===== config.mk =====
export PLATFORM = sky130hd
export DESIGN_NAME = lab2_proc_int_div_unit
export DESIGN_NICKNAME = d
export VERILOG_FILES = /design/src/rtl/lab2_proc_int_div_unit.sv
export SDC_FILE = /design/constraint.sdc
export NUM_CORES = 1
export LEC_CHECK = 0
export ABC_AREA = 1
export CORE_MARGIN = 1.5
export CORE_UTILIZATION = 50
export CTS_BUF_LIST = sky130_fd_sc_hd__clkbuf_4
export CTS_CLUSTER_SIZE = 30
export DETAILED_ROUTE_END_ITERATION = 12
export GPL_TIMING_DRIVEN = 0
export MAX_ROUTING_LAYER = met4
export PLACE_DENSITY = 0.7
export SETUP_SLACK_MARGIN = 0.1
export SLEW_MARGIN = 5
export SYNTH_ARGS = -nofsm -noshare
export SYNTH_HDL_FRONTEND = slang
export SYNTH_SLANG_ARGS = --single-unit

===== constraint.sdc =====
create_clock -name clk -period 5.85 [get_ports clk]
set_input_delay 1.17 -clock clk [delete_from_list [all_inputs] [get_ports clk]]
set_output_delay 1.17 -clock clk [all_outputs]
set_load 0.02 [all_outputs]

===== src/rtl/lab2_proc_int_div_unit.sv =====
// Iterative restoring divider for DIV/DIVU/REM/REMU, one quotient bit per cycle.
// The final cycle of CALC (counter == p_nbits) applies the sign fix-up and
// registers the result. Divide-by-zero parks the special result in the
// datapath and enters that same fix-up cycle directly.
module lab2_proc_int_div_unit #(
   parameter int unsigned p_nbits = 32
) (
   input  logic                   clk,
   input  logic                   reset,
   input  logic                   req_val,
   output logic                   req_rdy,
   input  logic [2*p_nbits+1:0]   req_msg,
   output logic                   resp_val,
   input  logic                   resp_rdy,
   output logic [p_nbits-1:0]     resp_msg
);

   localparam int unsigned CW = $clog2(p_nbits) + 1;

   typedef enum logic [1:0] {IDLE, CALC, DONE} state_e;

   state_e               state_q, state_d;
   logic [CW-1:0]        cnt_q, cnt_d;
   logic [p_nbits-1:0]   dq_q, dq_d;
   logic [p_nbits-1:0]   rem_q, rem_d;
   logic [p_nbits-1:0]   div_q, div_d;
   logic                 is_rem_q, is_rem_d;
   logic                 neg_q, neg_d;
   logic                 req_rdy_q, req_rdy_d;
   logic                 resp_val_q, resp_val_d;
   logic [p_nbits-1:0]   resp_msg_q, resp_msg_d;

   logic [1:0]           fn;
   logic [p_nbits-1:0]   op_a, op_b;
   logic                 a_neg, b_neg;
   logic [p_nbits:0]     rem_sh;
   logic [p_nbits-1:0]   result;

   assign fn     = req_msg[2*p_nbits+1 -: 2];
   assign op_a   = req_msg[2*p_nbits-1 -: p_nbits];
   assign op_b   = req_msg[p_nbits-1:0];
   // fn[0]==0 selects the signed variants
   assign a_neg  = ~fn[0] & op_a[p_nbits-1];
   assign b_neg  = ~fn[0] & op_b[p_nbits-1];
   // one extra bit so a divisor above 2^(n-1) never loses the shifted-out MSB
   assign rem_sh = {rem_q, dq_q[p_nbits-1]};
   assign result = is_rem_q ? rem_q : dq_q;

   assign req_rdy  = req_rdy_q;
   assign resp_val = resp_val_q;
   assign resp_msg = resp_msg_q;

   // Next-state and datapath update
   always_comb begin
      state_d    = state_q;
      cnt_d      = cnt_q;
      dq_d       = dq_q;
      rem_d      = rem_q;
      div_d      = div_q;
      is_rem_d   = is_rem_q;
      neg_d      = neg_q;
      req_rdy_d  = req_rdy_q;
      resp_val_d = resp_val_q;
      resp_msg_d = resp_msg_q;

      case (state_q)
         IDLE: begin
            if (req_val) begin
               is_rem_d  = fn[1];
               div_d     = b_neg ? -op_b : op_b;
               state_d   = CALC;
               req_rdy_d = 1'b0;
               if (op_b != '0) begin
                  dq_d  = a_neg ? -op_a : op_a;
                  rem_d = '0;
                  neg_d = fn[1] ? a_neg : (a_neg ^ b_neg);
                  cnt_d = '0;
               end else begin
                  // quotient all ones, remainder = raw dividend, no sign fix-up
                  dq_d  = '1;
                  rem_d = op_a;
                  neg_d = 1'b0;
                  cnt_d = CW'(p_nbits);
               end
            end
         end
         CALC: begin
            if (cnt_q == CW'(p_nbits)) begin
               resp_msg_d = neg_q ? -result : result;
               resp_val_d = 1'b1;
               cnt_d      = '0;
               state_d    = DONE;
            end else begin
               if (rem_sh >= {1'b0, div_q}) begin
                  rem_d = rem_sh[p_nbits-1:0] - div_q;
                  dq_d  = {dq_q[p_nbits-2:0], 1'b1};
               end else begin
                  rem_d = rem_sh[p_nbits-1:0];
                  dq_d  = {dq_q[p_nbits-2:0], 1'b0};
               end
               cnt_d = cnt_q + 1'b1;
            end
         end
         DONE: begin
            if (resp_rdy) begin
               resp_val_d = 1'b0;
               req_rdy_d  = 1'b1;
               state_d    = IDLE;
            end
         end
         default: begin
            state_d    = IDLE;
            req_rdy_d  = 1'b1;
            resp_val_d = 1'b0;
         end
      endcase
   end

   // State and datapath registers
   always_ff @(posedge clk) begin
      if (reset) begin
         state_q    <= IDLE;
         cnt_q      <= '0;
         dq_q       <= '0;
         rem_q      <= '0;
         div_q      <= '0;
         is_rem_q   <= 1'b0;
         neg_q      <= 1'b0;
         req_rdy_q  <= 1'b1;
         resp_val_q <= 1'b0;
         resp_msg_q <= '0;
      end else begin
         state_q    <= state_d;
         cnt_q      <= cnt_d;
         dq_q       <= dq_d;
         rem_q      <= rem_d;
         div_q      <= div_d;
         is_rem_q   <= is_rem_d;
         neg_q      <= neg_d;
         req_rdy_q  <= req_rdy_d;
         resp_val_q <= resp_val_d;
         resp_msg_q <= resp_msg_d;
      end
   end

endmodule


==> results.md, run 1 <==
Status:
- The run finished, with violations left.
- The checks that failed: design-rule violations.

Pwr:
- The largest voltage drop on the vdd net is roughly 0.00013 V.
- For this design the static power due to leakage is about 7.4 nW.
- The power per cell area is between 200 and 300 nW/µm².

STA:
- For the finished layout, the period the worst path requires is about 3.5 ns.
- Adding up every negative setup slack in the final design gives 0 ns.
- The final setup violation count is 0.
- The clock arrives with between 0.03 and 0.04 ns of skew.
- The tightest hold path in the finished design has a slack of around 0.48 ns.
- The number of hold violations in the final report came to 0.
- The share of the cycle needed by the critical path after routing is about 60%.
- The highest clock rate is between 200 and 300 MHz.
- The slew at the pin with the worst max-slew slack is between 0.8 and 0.9 ns.
- The count of final max-slew check failures is 0.
- The headroom to the max-slew limit is a little over two fifths.
- Setup repair after global routing left no endpoint under its margin.

Clock tree:
- The longest clock path from root to sink contains 2 buffers.
- The number of buffers inserted by hold repair at cts is 0.
- The number of cells upsized or downsized after cts is 0.
- The number of H-tree branching levels is 4.
- The CTS sink count is 140.
- At the later pin of the worst-skew pair, clock insertion delay measures 0.62 ns.
- The clock tree from TritonCTS is built.
- The post-CTS clock slew at the launch and capture registers of the worst setup and hold paths is approximately 0.15 ns.
- In this run, CTS created clock tree buffers numbering 17.
- The number of setup buffers added after CTS is 0.
- The tree is rooted in a clkbuf_4.

GRT:
- Global routing used between 30% and 40% of the available tracks across all layers.
- The number of antenna violations at the first check in global routing came to 2.
- The final global-route overflow total is 0.
- The number of global-route vias before repair is between 10000 and 15000.
- Entering global routing, the biggest net connects 17 pins.
- The first global-routing pass estimated approximately 76000 µm of wire.

Placement:
- The congestion estimate from routability-driven global placement came to 1.05.
- The standard cell area after detailed placement is 14000 µm².
- The total of buffers placed on input and output ports is 102.
- The sum of net half-perimeters after detailed placement is between 40000 and 50000 µm.

Floorplan:
- The full die area is 26000 µm².
- The number of rows created at floorplan is 57.
- The vertical die dimension is around 160 µm.
- The die is 161 µm wide.
- The number of top-level pins is 104.
- Once the floorplan was initialized, standard cells occupied 51.3% of the core.
- The core box area is approximately 24000 µm².

Cells and area:
- The filler cell count is between 2000 and 3000.
- The area growth from synthesis to layout is 14.0%.
- The finished cells cover around 14000 µm².
- At the end of the flow, the number of nets in the layout was about 2500.
- In the final layout, the share of cells above drive strength 1 is between 3 and 4%.

Setup path:
- At the worst endpoint, the arrival time is ~4.1 ns.
- The worst register-to-register path begins at rem_q[21].
- The startpoint-to-endpoint class of the critical path is input pin to flop.
- The worst setup path is launched from an input pin.
- The endpoint of the worst-slack reg-to-reg timing path is rem_q[25].
- The most critical setup path has its startpoint at req_msg[20].
- In this run the worst path has a maximum fanout of 10.
- The flop-to-flop setup slack is ~3.2 ns.
- In this run the worst setup path terminates at dq_q[16].
- Data on the critical path is required at its endpoint by about 6.4 ns.
- The depth of the most critical reg-to-reg path is 13.
- The worst setup path is captured at a flop.

Drt:
- The detail route stage leaves a number of antenna-violating nets equal to 0.
- The final wirelength is 49500 µm.
- The detailed-router iteration count before antenna repair is 10.
- The overall via count from detail_route is 15100.
- After detailed routing, the number of vias per cell comes to 5.52.
- In this run, the number of DRC markers left after iteration 0 of detailed routing was between 1500 and 2000.
- In the final routed layout, each cell accounts on average for between 15 and 20 µm.
- The total DRC errors in the routed layout is 2.

Synth:
- The number of nets handed over by synthesis was 2390.
- The synthesis warning total is 0.
- The count of distinct cell types in the synthesized netlist is 45.
- In this run the mean area of a mapped cell was 5.49 µm².
- Counting flops with a built-in enable in the synthesized netlist gives 0.
- The number of storage elements in the synthesis netlist is 140.
- Counting flops with an async set or reset pin after synthesis yields a share of 0%.
- The cell area after technology mapping is between 10000 and 15000 µm².
- The register area share after synthesis is between 20 and 25%.
- The post-synthesis instance total is 2282.
- The predominant post-synthesis flop cell is dfxtp_1.

Job:
- Max-cap violations in this run came to 0.

Worst hold path:
- The type of the tightest min-delay check is flop to flop.
- The startpoint identified for the worst hold timing path is div_q[31].
==> per-layer routing <==
| metal | up-vias | part of all wire [%] | track usage [%] |
|---|---|---|---|
| met5 | - | 0 | - |
| li1 | 7376 | - | - |
| met3 | 144 | 7.8 | 5.78 |
| met4 | 0 | 5.5 | 19.4 |
| met2 | 727 | 45 | 62.6 |
| met1 | 6894 | 42 | 48.8 |
==> metrics by stage <==
step	worst slack, ns	std cells	util [%]	power [mW]
3_3_place_gp	1.93	2708	57.1	3.04
5_1_grt	2.22	2742	58.4	4.12
3_5_place_dp	1.88	2708	57.1	3.06
2_1_floorplan	3.16	2282	-	2.44
4_1_cts	2.50	2740	58.4	3.80
6_report	2.35	2742	58.4	3.85
==> cell usage in the layout, fill, tap and decap left out, types with 37 or more instances in the layout <==
master and instances:
a21oi_1 88, clkbuf_1 55, clkdlybuf4s50_1 102, dfxtp_1 140, ha_1 37, inv_1 409
nand2_1 669, nand3_1 171, nand4_1 49, nor2_1 293, o21ai_0 165, xor2_1 46
==> how the worst min path moves through the flow <==
stage	slack (ns)	cells past startpoint	endpoint
CTS	0.48	2	div_q[31]
detailed placement	0.45	2	req_rdy
floorplan	0.45	2	div_q[31]
finish	0.48	2	div_q[31]
global route	0.51	2	resp_msg[28]
global placement	0.45	2	req_rdy
==> power breakdown <==
part / internal, mW / switching (mW) / total, mW
registers: 1.05 / 0.118 / 1.17
logic: 0.598 / 1.33 / 1.93
clock network: 0.279 / 0.463 / 0.742
==> sequential cells by signal, summed over array words and instances (netlist names) <==
name,count
cnt_q,6
div_q,32
dq_q,32
is_rem_q,1
neg_q,1
rem_q,32
req_rdy,1
resp_msg,32
resp_val,1
state_q,2
==> critical path: stages <==
cell and delay [ns]:
clkdlybuf4s50_1 0.48, nor2_1 0.30, nand3_1 0.16, inv_1 0.26, nand3_1 0.12, nor2_1 0.49, inv_1 0.13, clkbuf_1 0.39
nand3_1 0.27, nand2_1 0.09, nand3_1 0.09, nand2_1 0.06, inv_1 0.04
==> layout make-up <==
type	count	area (µm²)	area share (%)
Multi-Input combinational cell	1643	7810	54.6
Sequential cell	140	2800	19.6
Inverter	416	1560	10.9
Timing Repair Buffer	102	1020	7.14
Tap cell	324	405	2.84
Buffer	83	368	2.57
Clock inverter	15	195	1.37
Clock buffer	17	128	0.893
Antenna cell	2	5.00	0.0350
==> cells by family (layout without fill, tap and decap cells) <==
group	after synthesis	in the layout	synth area share, %
AO/OA/AOI/OAI	313	313	13.5
adder cells (fa/ha/maj)	38	38	3.85
other	0	2	0
XOR/XNOR	53	53	3.70
buffers and inverters	499	633	15.4
AND/OR/NAND/NOR	1239	1239	41.2
flip-flops	140	140	22.4
==> cell usage after synthesis (all sizes together), types with 11 or more instances <==
cell    instances  area [µm²]
nor2          302        1160
o21ai         177         893
ha             37         463
nand4          52         353
dfxtp         140        2800
nor3           19         105
nand2         671        2530
clkbuf         55         206
inv           414        1550
a21oi          89         449
xor2           46         403
nand3         172         866
nand3b         11        82.6
o211ai         17         128
a31oi          11        68.8
buf            28         161
Power figures use the tool's default switching activity.
==> run 2, diff against run 1 <==
--- a/config.mk
+++ b/config.mk
@@ -13,7 +13,7 @@
 export DETAILED_ROUTE_END_ITERATION = 12
 export GPL_TIMING_DRIVEN = 0
 export MAX_ROUTING_LAYER = met4
-export PLACE_DENSITY = 0.7
+export PLACE_DENSITY = 0.73
 export SETUP_SLACK_MARGIN = 0.1
 export SLEW_MARGIN = 5
 export SYNTH_ARGS = -nofsm -noshare
==> constraint.sdc (replaced) <==
create_clock -name clk -period 2.8 [get_ports clk]
set_input_delay 0.56 -clock clk [delete_from_list [all_inputs] [get_ports clk]]
set_output_delay 0.56 -clock clk [all_outputs]
set_load 0.02 [all_outputs]
==> run 2 against run 1 <==
- via count grew 0.84%
- register-to-register slack worse by 2.9 ns
- sequential cell count stayed put
- hold slack worse by 0.067 ns
- largest power group unchanged
- highest routed layer unchanged
- critical endpoint is now dq_q[20]
- setup slack got worse by 2.1 ns
- the flow now finishes without violations
- clock-buffer cell count unchanged
==> results.md, run 2 (same netlist as run 1, synthesis figures left out) <==
STA:
- The slew at the pin with the worst max-slew slack is 0.868 ns (+0.0155 ns).
- The headroom to the max-slew limit was 42.1% (-1.0 points).
- The worst hold slack is 0.411 ns (-0.0669 ns).
- The worst path uses approximately 92% of the clock period.
- Setup repair after global routing could not meet its margin everywhere.
- The highest clock rate is ~390 MHz.
- The time the final worst path needs with I/O delays and setup is between 2 and 3 ns.
- The count of final max-slew check failures came to 0 (unchanged).
- The final setup violation count is 0 (unchanged).
- The clock tree skew after final layout was 0.0439 ns (+0.0110 ns).
- The number of hold violations in the final report was 0 (unchanged).

Setup path:
- The highest-delay cell along the critical path is clkdlybuf4s50_1.
- The maximum cell stage delay along the critical path is 0.51 ns (+0.02 ns).
- The critical path is of the input pin to flop type.
- The worst setup path is launched from an input pin.
- The critical path endpoint category is a flop.
- The critical path goes through clkdlybuf4s50_1 -> nor2_1 -> nand3_1 -> inv_1 -> nand3_1 -> nor2_2 -> inv_1 -> clkbuf_2 -> nand3_1 -> nand2_1 -> nand3_1 -> nand2_1 -> inv_1.
- The arrival time reported for the critical path endpoint is 3.14 ns (-0.91 ns).
- The number of buffer and inverter stages on the critical path is 5 (unchanged).
- The most common cell type on the critical path is nand3_1.
- The worst-path maximum fanout is 10 (unchanged).
- The critical path data required time came to 3.35 ns (-3.05 ns).
- The cell family contributing the most delay on the critical path is simple AND/OR/NAND/NOR gates.

GRT:
- The final global-route overflow total is 0 (unchanged).
- The global-route layer with the greatest usage is met2.
- The met3 track demand over resource in global routing is 5.24% (-0.54 points).
- The wire length of the first global-routing pass was 77500 µm (+1.3%).
- The number of global-route vias before repair was 14200 (+2.2%).
- The met1 usage in global routing is 50.3% (+1.5 points).
- The met2 global-route usage is 62.8% (+0.20 points).
- The number of antenna violations at the first check in global routing is 3 (+1).
- The largest net degree at the start of global routing is 17 (unchanged).
- The total routing usage reported by global routing is 39.9% (+0.49 points).

Placement:
- The standard cell area after detailed placement came to 14000 µm² (unchanged).
- The sum of net half-perimeters after detailed placement is 41100 µm (+0.99%).
- The number of instances in the placed design is 2708 (unchanged).
- The last weighted congestion value of the routability-driven placer is 1.03 (-2.3%).
- The total of buffers placed on input and output ports is 102 (unchanged).

Clock tree:
- The cell sitting at the root of the clock tree is a clkbuf_4.
- The number of buffers inserted by hold repair at cts is 0 (unchanged).
- The CTS sink count is 140 (unchanged).
- The number of buffers created by CTS is 17 (unchanged).
- The worst-skew pair later-pin latency was 0.61 ns (about the same).
- The number of H-tree branching levels came to 4 (unchanged).
- The post-CTS clock slew at the launch and capture registers of the worst setup and hold paths is 0.14 ns (about the same).
- The number of buffers on the longest clock path is 2 (unchanged).
- TritonCTS built the clock tree.

Cells and area:
- The area growth from synthesis to layout is 14.1%.
- The net count reported at finish was 2512 (+0.040%).
- In the layout the commonest cells are 668 x nand2_1, 409 x inv_1, 292 x nor2_1.
- The fraction of layout cells with a size suffix above 1 is 4.14% (+0.66 points).
- The non-filler instance count after layout is 2744 (+0.073%).
- The area of the multi-input gates is 7840 µm² (+0.45%).
- The combined flip-flop and latch cell area is 2810 µm² (+0.18%).
- The cell area after layout is 14300 µm² (+0.11%).
- The filler cell count is 2564 (-0.93%).
- The most common library cell in the layout ignoring fill and taps is nand2_1.

Pwr:
- The leakage power is 7.43 nW (about the same).
- The largest voltage drop on the vdd net came to 0.000280 V (+110%).
- The overall power of the completed layout is 7.95 mW (+110%).
- The power per cell area is 556 nW/µm² (+110%).

Floorplan:
- The number of top-level pins is 104 (unchanged).
- The vertical die dimension was 161 µm (unchanged).
- The core box area came to 24500 µm² (unchanged).
- The effective utilization at floorplan came to 51.3% (unchanged).
- The width of the die is 161 µm (unchanged).
- The number of rows created at floorplan came to 57 (unchanged).
- The full die area came to 26000 µm² (unchanged).

Worst hold path:
- The type of the tightest min-delay check is input pin to flop.

Status:
- The run finished with clean final reports.

Drt:
- The post-route antenna net violation count is 0 (unchanged).
- The final wirelength is 50300 µm (+1.7%).
- The detailed-router iteration count before antenna repair is 8 (-2).
- The number of DRC markers in iteration 0 is 1641 (+6.3%).
- The post-detailed-route via-to-cell ratio is 5.56 (+0.77%).
- The total DRC errors in the routed layout was 0 (-2).
- The post-detailed-route wirelength per cell is 18.3 µm (+1.6%).
- The overall via count from detail_route came to 15300 (+0.84%).

Job:
- The max-cap check violation count was 0 (unchanged).
==> run 2: changes by cell type in the layout (fill, tap and decap cells not counted), sizes merged <==
cell	before	now
clkinvlp	1	4
clkinv	5	3
diode	2	3
bufinv	2	1
clkbuf	72	73
==> run 2: what timing repair did <==
action / CTS / global route
setup buffers: 0 / 1
endpoints found under the setup margin: 4 / 47
resized for setup: 1 / 23
==> run 2: per-stage QoR <==
stage               TNS (ns)  worst slack (ns)  utilization [%]
floorplan                  0             0.719                -
global placement      -12.35            -0.563             57.1
detailed placement    -14.81            -0.595             57.1
CTS                        0             0.131             58.2
global route               0            0.0704             58.5
finish                     0             0.212             58.5
==> run 2: worst min-delay path, delay by kind of cell <==
family / cells / cell delay [ns]
buffers and inverters: 2 / 0.26
AOI/OAI and AO/OA: 2 / 0.15
==> run 2: worst paths after layout <==
check,cells after the start,from,slack (ns),endpoint
min,4,reset,0.41,div_q[2]
min reg2reg,2,resp_msg[28],0.48,resp_msg[28]
max,13,req_msg[20],0.21,dq_q[20]
max reg2reg,14,div_q[29],0.26,rem_q[27]
==> run 2: final cells by class <==
type / instances / share of cell area (%)
Inverter: 416 / 10.9
Sequential cell: 140 / 19.6
Multi-Input combinational cell: 1643 / 54.8
Buffer: 83 / 2.64
Antenna cell: 3 / 0.0525
Clock inverter: 15 / 1.06
Tap cell: 324 / 2.83
Clock buffer: 17 / 0.892
Timing Repair Buffer: 103 / 7.19
==> run 2: per-layer routing <==
metal | vias to the layer above | part of all wire [%] | wire length [µm]
met3 | 137 | 8.7 | 4390
met4 | 0 | 5.1 | 2570
met1 | 6923 | 42 | 21100
li1 | 7388 | - | -
met2 | 820 | 44 | 22200
met5 | - | 0 | 0
==> run 2: where the power goes <==
part / switching, mW / internal [mW] / total (mW)
clock network: 0.947 / 0.471 / 1.42
registers: 0.243 / 2.20 / 2.45
logic: 2.83 / 1.26 / 4.09
